[src/rtl/list_buffer_pkg.sv]
// Shared definitions for the multi-queue linked-list buffer: default sizing,
// index typedefs and the allocation priority encoder.
package list_buffer_pkg;

    localparam int WIDTH_DEF      = 73;
    localparam int DEPTH_DEF      = 40;
    localparam int NUM_QUEUES_DEF = 4;

    // Upper bound on DEPTH that the allocation encoder can scan.
    localparam int MAX_DEPTH = 256;

    function automatic int idx_width(input int n);
        return (n > 1) ? $clog2(n) : 1;
    endfunction

    localparam int IDX_W = idx_width(DEPTH_DEF);
    localparam int Q_W   = idx_width(NUM_QUEUES_DEF);
    localparam int CNT_W = $clog2(DEPTH_DEF + 1);

    typedef logic [IDX_W-1:0] entry_idx_t;
    typedef logic [Q_W-1:0]   queue_idx_t;

    function automatic int lowest_set(input logic [MAX_DEPTH-1:0] vec);
        int pos;
        pos = 0;
        for (int i = MAX_DEPTH - 1; i >= 0; i--) begin
            if (vec[i]) pos = i;
        end
        return pos;
    endfunction

endpackage

[src/rtl/list_buffer_data_ram.sv]
// Payload storage for the list buffer: one synchronous write port, one
// asynchronous read port, no reset on the array.
module list_buffer_data_ram #(
    parameter int WIDTH = 73,
    parameter int DEPTH = 40,
    parameter int IDX_W = 6
) (
    input  logic             clock,
    input  logic             we,
    input  logic [IDX_W-1:0] waddr,
    input  logic [WIDTH-1:0] wdata,
    input  logic [IDX_W-1:0] raddr,
    output logic [WIDTH-1:0] rdata
);

    logic [WIDTH-1:0] mem [DEPTH];

`ifdef RANDOMIZE_MEM_INIT
    initial begin
        for (int i = 0; i < DEPTH; i++) begin
            for (int b = 0; b < WIDTH; b++) begin
                mem[i][b] = 1'($urandom);
            end
        end
    end
`endif

    always_ff @(posedge clock) begin
        if (we) mem[waddr] <= wdata;
    end

    assign rdata = mem[raddr];

endmodule

[src/rtl/list_buffer_mq.sv]
// Multi-queue linked-list buffer: NUM_QUEUES FIFOs share a pool of DEPTH entries,
// tracked by a used bitmap, per-entry next pointers and per-queue head/tail.
module list_buffer_mq
    import list_buffer_pkg::*;
#(
    parameter  int WIDTH      = WIDTH_DEF,
    parameter  int DEPTH      = DEPTH_DEF,
    parameter  int NUM_QUEUES = NUM_QUEUES_DEF,
    localparam int IDX_W      = idx_width(DEPTH),
    localparam int Q_W        = idx_width(NUM_QUEUES),
    localparam int CNT_W      = $clog2(DEPTH + 1)
) (
    input  logic                  clock,
    input  logic                  reset,
    input  logic                  push_valid,
    output logic                  push_ready,
    input  logic [Q_W-1:0]        push_index,
    input  logic [WIDTH-1:0]      push_data,
    output logic [NUM_QUEUES-1:0] valid,
    input  logic                  pop_valid,
    input  logic [Q_W-1:0]        pop_index,
    output logic [WIDTH-1:0]      data,
    output logic [CNT_W-1:0]      free_count,
    output logic                  pop_error
);

    logic [DEPTH-1:0] used;
    logic [IDX_W-1:0] next_ptr [DEPTH];
    logic [IDX_W-1:0] head     [NUM_QUEUES];
    logic [IDX_W-1:0] tail     [NUM_QUEUES];

    logic             push_q_ok;
    logic             pop_q_ok;
    logic [Q_W-1:0]   push_sel;
    logic [Q_W-1:0]   pop_sel;
    logic [IDX_W-1:0] alloc;
    logic [IDX_W-1:0] pop_head;
    logic             pop_hit;
    logic             pop_fire;
    logic             push_fire;
    logic             pop_last_same_q;

    assign push_ready = ~&used;

    always_comb begin
        push_q_ok = int'(push_index) < NUM_QUEUES;
        pop_q_ok  = int'(pop_index) < NUM_QUEUES;
        push_sel  = push_q_ok ? push_index : '0;
        pop_sel   = pop_q_ok ? pop_index : '0;
        pop_head  = head[pop_sel];
        pop_hit   = pop_q_ok && valid[pop_sel];
        pop_fire  = pop_valid && pop_hit;
        push_fire = push_valid && push_ready && push_q_ok;
        alloc     = IDX_W'(lowest_set(MAX_DEPTH'(~used)));
        // Popping the only entry of the queue being pushed: the new entry becomes the head.
        pop_last_same_q = pop_fire && (pop_sel == push_sel)
                          && (head[pop_sel] == tail[pop_sel]);
    end

    always_ff @(posedge clock or posedge reset) begin
        if (reset) begin
            used       <= '0;
            valid      <= '0;
            free_count <= CNT_W'(DEPTH);
            pop_error  <= 1'b0;
            for (int q = 0; q < NUM_QUEUES; q++) begin
                head[q] <= '0;
                tail[q] <= '0;
            end
        end else begin
            pop_error <= pop_valid && !pop_hit;

            if (pop_fire) begin
                used[pop_head] <= 1'b0;
                if (pop_head == tail[pop_sel]) valid[pop_sel] <= 1'b0;
                else                           head[pop_sel]  <= next_ptr[pop_head];
            end

            // Push is applied after pop so its head/valid update wins on the same queue.
            if (push_fire) begin
                used[alloc] <= 1'b1;
                if (!valid[push_sel] || pop_last_same_q) head[push_sel] <= alloc;
                tail[push_sel]  <= alloc;
                valid[push_sel] <= 1'b1;
            end

            case ({push_fire, pop_fire})
                2'b10:   free_count <= free_count - CNT_W'(1);
                2'b01:   free_count <= free_count + CNT_W'(1);
                default: free_count <= free_count;
            endcase
        end
    end

    always_ff @(posedge clock) begin
        if (push_fire && valid[push_sel] && !pop_last_same_q) begin
            next_ptr[tail[push_sel]] <= alloc;
        end
    end

    list_buffer_data_ram #(
        .WIDTH (WIDTH),
        .DEPTH (DEPTH),
        .IDX_W (IDX_W)
    ) u_data_ram (
        .clock (clock),
        .we    (push_fire),
        .waddr (alloc),
        .wdata (push_data),
        .raddr (pop_head),
        .rdata (data)
    );

`ifdef LIST_BUFFER_POP_CHECK
    always @(posedge clock) begin
        if (!reset) begin
            assert (!(pop_valid && !pop_hit))
                else $error("list_buffer_mq: pop of empty queue %0d", pop_index);
        end
    end
`endif

endmodule

[config.mk]
export PLATFORM = sky130hd
export DESIGN_NAME = list_buffer_mq
export DESIGN_NICKNAME = d
export VERILOG_FILES = /design/src/rtl/list_buffer_pkg.sv /design/src/rtl/list_buffer_data_ram.sv /design/src/rtl/list_buffer_mq.sv
export SDC_FILE = /design/constraint.sdc
export NUM_CORES = 2
export LEC_CHECK = 0
export CORE_ASPECT_RATIO = 0.9
export CORE_MARGIN = 5
export CORE_UTILIZATION = 30
export CTS_BUF_LIST = sky130_fd_sc_hd__clkbuf_16
export DETAILED_ROUTE_END_ITERATION = 8
export DONT_BUFFER_PORTS = 1
export GPL_ROUTABILITY_DRIVEN = 0
export PLACE_DENSITY = 0.49
export SKIP_LAST_GASP = 1
export SLEW_MARGIN = 10
export SYNTH_ARGS = -nofsm -noshare
export SYNTH_HDL_FRONTEND = slang
export SYNTH_SLANG_ARGS = --single-unit
[constraint.sdc]
create_clock -name clock -period 7.91 [get_ports clock]
set_clock_uncertainty 0.1 [all_clocks]
set_input_delay 1.1865 -clock clock [delete_from_list [all_inputs] [get_ports clock]]
set_output_delay 1.1865 -clock clock [all_outputs]
set_load 0.02 [all_outputs]
# Word-level counts from Yosys, hierarchy flattened
# Memory sizes are Yosys's and may differ from the RTL's.
# Index checks and enable logic that the tools add are counted.
# totals
ff_bits	99
ramBits	3160
input_bits	81
out_inout_bits	85
mem_count	2
# memory_table
memory	depth	word_bits	read_ports	rd_ports_with_merged_regs	write_ports	line_no	rtl
u_data_ram.mem	40	73	1	0	1	list_buffer_data_ram.sv:16	logic [WIDTH-1:0] mem [DEPTH];
next_ptr	40	6	1	0	1	list_buffer_mq.sv:28	logic [IDX_W-1:0] next_ptr [DEPTH];
# classes
add_sub_neg	2
order_cmp	12
eq_ne	4
mux	298
bitwise_logic	9
reduce_logical	20
# op_table
op	n
6-bit 2-to-1 mux	264
40-bit inverter with 256-bit output	1
24-bit 2-to-1 mux	4
40-bit 2-to-1 mux	2
24-bit bitwise mux	3
40-bit AND	1
40-bit inverter	1
40-bit OR	1
40-bit AND reduction	1
6-bit binary-select mux with 2-bit select	3
6-bit demux with 2-bit select	2
6-bit by 7-bit less-than comparator with 1-bit output (second input constant)	2
1-bit logical AND	13
1-bit demux with 6-bit select	2
6-bit by 1-bit >= comparator with 1-bit output (second input constant)	2
4-bit 2-to-1 mux	3
6-bit one-hot mux with 2 select lines	1
1-bit 2-to-1 mux	10
6-bit by 1-bit adder with 6-bit output (second input constant)	1
6-bit == test	1
3-bit >= comparator (second input constant)	2
2-bit by 3-bit less-than comparator with 1-bit output (second input constant)	2
3-bit by 1-bit less-than comparator with 1-bit output (second input constant)	2
2-bit inverter with 3-bit output	2
other kinds (13)	19

# Depth between registers and ports, before layout
# depth
ltp_word	263
mapped_depth	15
ltp_nobuf	14

# By module
# From an unflattened synthesis, not the netlist that was laid out.
# unflattened
hier_cells	5647
area_unflattened_um2	125658.0
# modules_own_cells
mod	n_inst	cells_per_inst	area_per_inst_um2	seq_area_each_um2
list_buffer_data_ram	1	4576	110925.1	87684.1
list_buffer_mq	1	1071	14732.9	9686.8

# Worst setup path after synthesis
# Ideal clock, no wire load.
# synth_timing
path_kind	reg2reg
startpoint	reg used[11]
endpoint	mem u_data_ram.mem[28][0], enable pin
setup_time_ns	0.594
arrival_time_ns	7.399
required_time_ns	7.216
path_slack_ns	-0.182
stages_incl_launch_ff	11
n_path_buf	2
cell_sequence	dfrtp_1 > nand4_1 > nor3_1 > nand2_1 > or2_2 > clkbuf_1 > inv_1 > nand3_1 > or2_2 > clkbuf_1 > nor3_1
# synth_via
elab_chain_len	13
word_cells_on_any_way	18
# synth_lines
item	line_no	rtl
start: declaration	list_buffer_mq.sv:27	logic [DEPTH-1:0] used;
start signal: assignment	list_buffer_mq.sv:62	used <= '0;
start signal: indexed assignment	list_buffer_mq.sv:74	used[pop_head] <= 1'b0;
start signal: indexed assignment	list_buffer_mq.sv:81	used[alloc] <= 1'b1;
40-bit inverter with 256-bit output	list_buffer_mq.sv:54	alloc = IDX_W'(lowest_set(MAX_DEPTH'(~used)));
6-bit 2-to-1 mux (12 in a row)	list_buffer_pkg.sv:27	if (vec[i]) pos = i;
via alloc[4]	list_buffer_mq.sv:36	logic [IDX_W-1:0] alloc;
end: declaration	list_buffer_data_ram.sv:16	
# The timed path passes the listed nets, and every way through them passes these cells.

# Final worst setup path
# layout_timing
startpoint	reg head[1] (netlist bit)
endpoint	out data[55]
# layout_via
elab_chain_len	4
# layout_lines
item	line_no	rtl
start: declaration	list_buffer_mq.sv:29	logic [IDX_W-1:0] head [NUM_QUEUES];
start signal: indexed assignment	list_buffer_mq.sv:76	else head[pop_sel] <= next_ptr[pop_head];
start signal: indexed assignment	list_buffer_mq.sv:82	if (!valid[push_sel] || pop_last_same_q) head[push_sel] <= alloc;
6-bit binary-select mux with 2-bit select	list_buffer_mq.sv:50	pop_head = head[pop_sel];
6-bit 2-to-1 mux (not written as such) (2 in a row)	list_buffer_mq.sv:50	
memory 40 x 73 bit	-	
end: declaration	list_buffer_mq.sv:22	output logic [WIDTH-1:0] data,
# Every way passes these cells. The select of a mux whose other input is x is not followed.

==> results_dict.tcl <==
set metrics [dict create \
    cts.clk_slew.worst_paths_ns 0.07 \
    critPathCapture "data[55]" \
    crit_arrival_ns 5.29 \
    antenna_found_initial 15 \
    r2r_end "u_data_ram.mem[27][9]" \
    cts_tree "yes" \
    met3_usage_pct 4.02 \
    rr_worst_depth 10 \
    critical_path.top_delay_family "buffers and inverters" \
    grt_use_met1_pct 26.1 \
    area_growth_pct 15.0 \
    yosysMostFrequentCell "edfxtp_1" \
    yosys-top-cells-count "3160 x edfxtp_1, 840 x a22oi_1, 372 x nand2_1, 260 x a21oi_1, 254 x a221oi_1" \
    worst_slack_ns 1.33 \
    nets 6940 \
    cts_sinks 3259 \
    synth_cells 6781 \
    die_h_microns 611 \
    rrSetupSlack_ns 3.02 \
    maxSlewHeadroom_pct 16.5 \
    postCtsSetupRepairBufs 0 \
    hold_slack_ns 0.156 \
    via_per_inst 5.67 \
    synth_edf_count 3160 \
    peakVddDrop_mv 0.301 \
    fp-row-count 220 \
    finalSetupViolCount 0 \
    layout_min_cycle_time_ns 6.58 \
    ys_seq_elements 3259 \
    critPathLaunchType "register" \
    stdcell_count 12442 \
    required_ns 6.62 \
    cp-end-kind "output port" \
    crit_chain "mux4_4 > and3b_4 > buf_12 > buf_12 > a22oi_1 > a41oi_1 > nor4_1 > o21ai_1 > buf_4 > buf_4" \
    cpMaxStageDelayCell "mux4_4" \
    cts_max_level 5 \
    grt.overflow.total 0 \
    cts_buffer_depth 4 \
    hold_path_class "in -> async" \
    yosys_warnings 0 \
    fin_crit_sh_pct 83.2 \
    final-max-slew-violation-count 0 \
    p_leak_nw 42.1 \
    synth.avg_cell_area_sq_um 17.7 \
    cts-buffers-inserted 338 \
    grt_pass1_wl_mm 575 \
    die_area_sq_um 414000 \
    p_total_mw 52.0 \
    grt_start_max_net_pins 119 \
    multiInputGateArea_sq_um 21300 \
    status "completed" \
    drtIter0Drc 10146 \
    regArea_sq_um 97400 \
    busiest_layer "met2" \
    drtPass1Iterations 6 \
    hold_buffers 0 \
    synth_top_area_share_pct 78.9 \
    clk_latency_ns 0.89 \
    ios 166 \
    drcViolationCount 0 \
    crit_start "head[1]" \
    finalHoldViolCount 0 \
    slowest_delay_ns 0.98 \
    place_area_sq_um 128000 \
    fin_util_pct 34.6 \
    grt_use_met2_pct 32.8 \
    rsz0062_at_grt "no" \
    finish.instance_area_sq_um 138000 \
    initial_utilization_pct 30.1 \
    worst_slew_pin_slew_ns 1.25 \
    synthesis.area_sq_um 120000 \
    ant_nets 0 \
    tns_ns 0 \
    drv_cap 0 \
    portBuffers 0 \
    place_hpwl_mm 189 \
    cp_num_buf_inv 4 \
    dp_cells 11841 \
    p_per_area_nw_per_um2 376 \
    timing.rr.start "used[1]" \
    wirelength_mm 422 \
    worstPathMaxFanout 85 \
    synthArstFlopShare_pct 3.04 \
    grt_pass1_vias 68366 \
    num-fill-cells 37159 \
    avgRoutedWirePerCell_microns 33.9 \
    core_sq_um 399000 \
    vias 70494 \
    die_width_microns 678 \
    synth_cell_type_count 77 \
    synthFlopType "edfxtp_1" \
    crit_cells 10 \
    drive_above_1_share_pct 11.2 \
    grt_util_all_layers_pct 19.6 \
    clock.fmax_mhz 152 \
    clockRootBuffer "clkbuf_16" \
    criticalPathCategory "reg -> out" \
    ys_seq_area_share_pct 80.9 \
    synth_fp_nets 6868 \
    yosys-top-cells-area "edfxtp_1 79%, a22oi_1 5.2%, dfrtp_1 2.0%" \
    synth_top_cell_by_area "edfxtp_1" \
    dp_slack_ns 1.35 \
    cts_resized 0 \
]
-- placed cells by master (no fill, tap or decap), drive strengths merged, types with 173 or more instances in the layout --
cell type  synthesis  layout
a21oi            260     260
a221oi           255     255
a22o             186     186
a22oi            840     840
a31oi            207     207
buf              241     189
clkbuf           216     346
edfxtp          3160    3160
nand2            372     372
o21ai            173     173
-- sequential cells by signal, indices dropped and copies added (netlist names) --
register,flops
u_data_ram.mem,2920
next_ptr,240
used,40
head,24
tail,24
free_count,6
valid,4
pop_error,1
-- logic make-up (layout without fill, tap and decap cells) --
logic type	after synthesis	in the layout	synth area share (%)
flops	3259	3259	80.9
simple gates	744	744	2.85
mux	118	118	1.22
xor+xnor	14	14	0.102
compound gates	2165	2165	13.1
other cells	0	8	0
buf+inv	475	800	1.77
fa+ha+maj	6	6	0.0686
-- power by group --
group	internal (mW)	switching [mW]
clock	9.07	6.69
sequential	20.2	0.321
combinational	3.90	11.8
total	33.2	18.8
-- routing by layer --
metal  vias to the layer above  part of all wire, %
met4                         4                  2.4
met5                         -               0.0064
met2                      3586                   48
met1                     37831                   40
met3                       579                  9.0
li1                      28494                    -
-- cell type report --
| cell class | count | area share (%) |
|---|---|---|
| clock buffers | 346 | 6.26 |
| multi-input cells | 3047 | 15.4 |
| clock inverters | 247 | 1.53 |
| inverters | 18 | 0.0506 |
| repair buffers | 189 | 1.59 |
| diodes | 8 | 0.0145 |
| flip-flops and latches | 3259 | 70.4 |
| well taps | 5328 | 4.82 |
-- how the worst min path moves through the flow --
stage          startpoint             to  slack [ns]  cells past startpoint
4_1_cts             reset  free_count[4]        0.11                      1
6_report            reset  free_count[4]        0.16                      1
2_1_floorplan     tail[8]        tail[8]        0.36                      2
3_3_place_gp      tail[2]        tail[2]        0.37                      2
3_5_place_dp      tail[4]        tail[4]        0.39                      2
5_1_grt             reset  free_count[4]        0.16                      1
(Power assumes the default switching activity.)
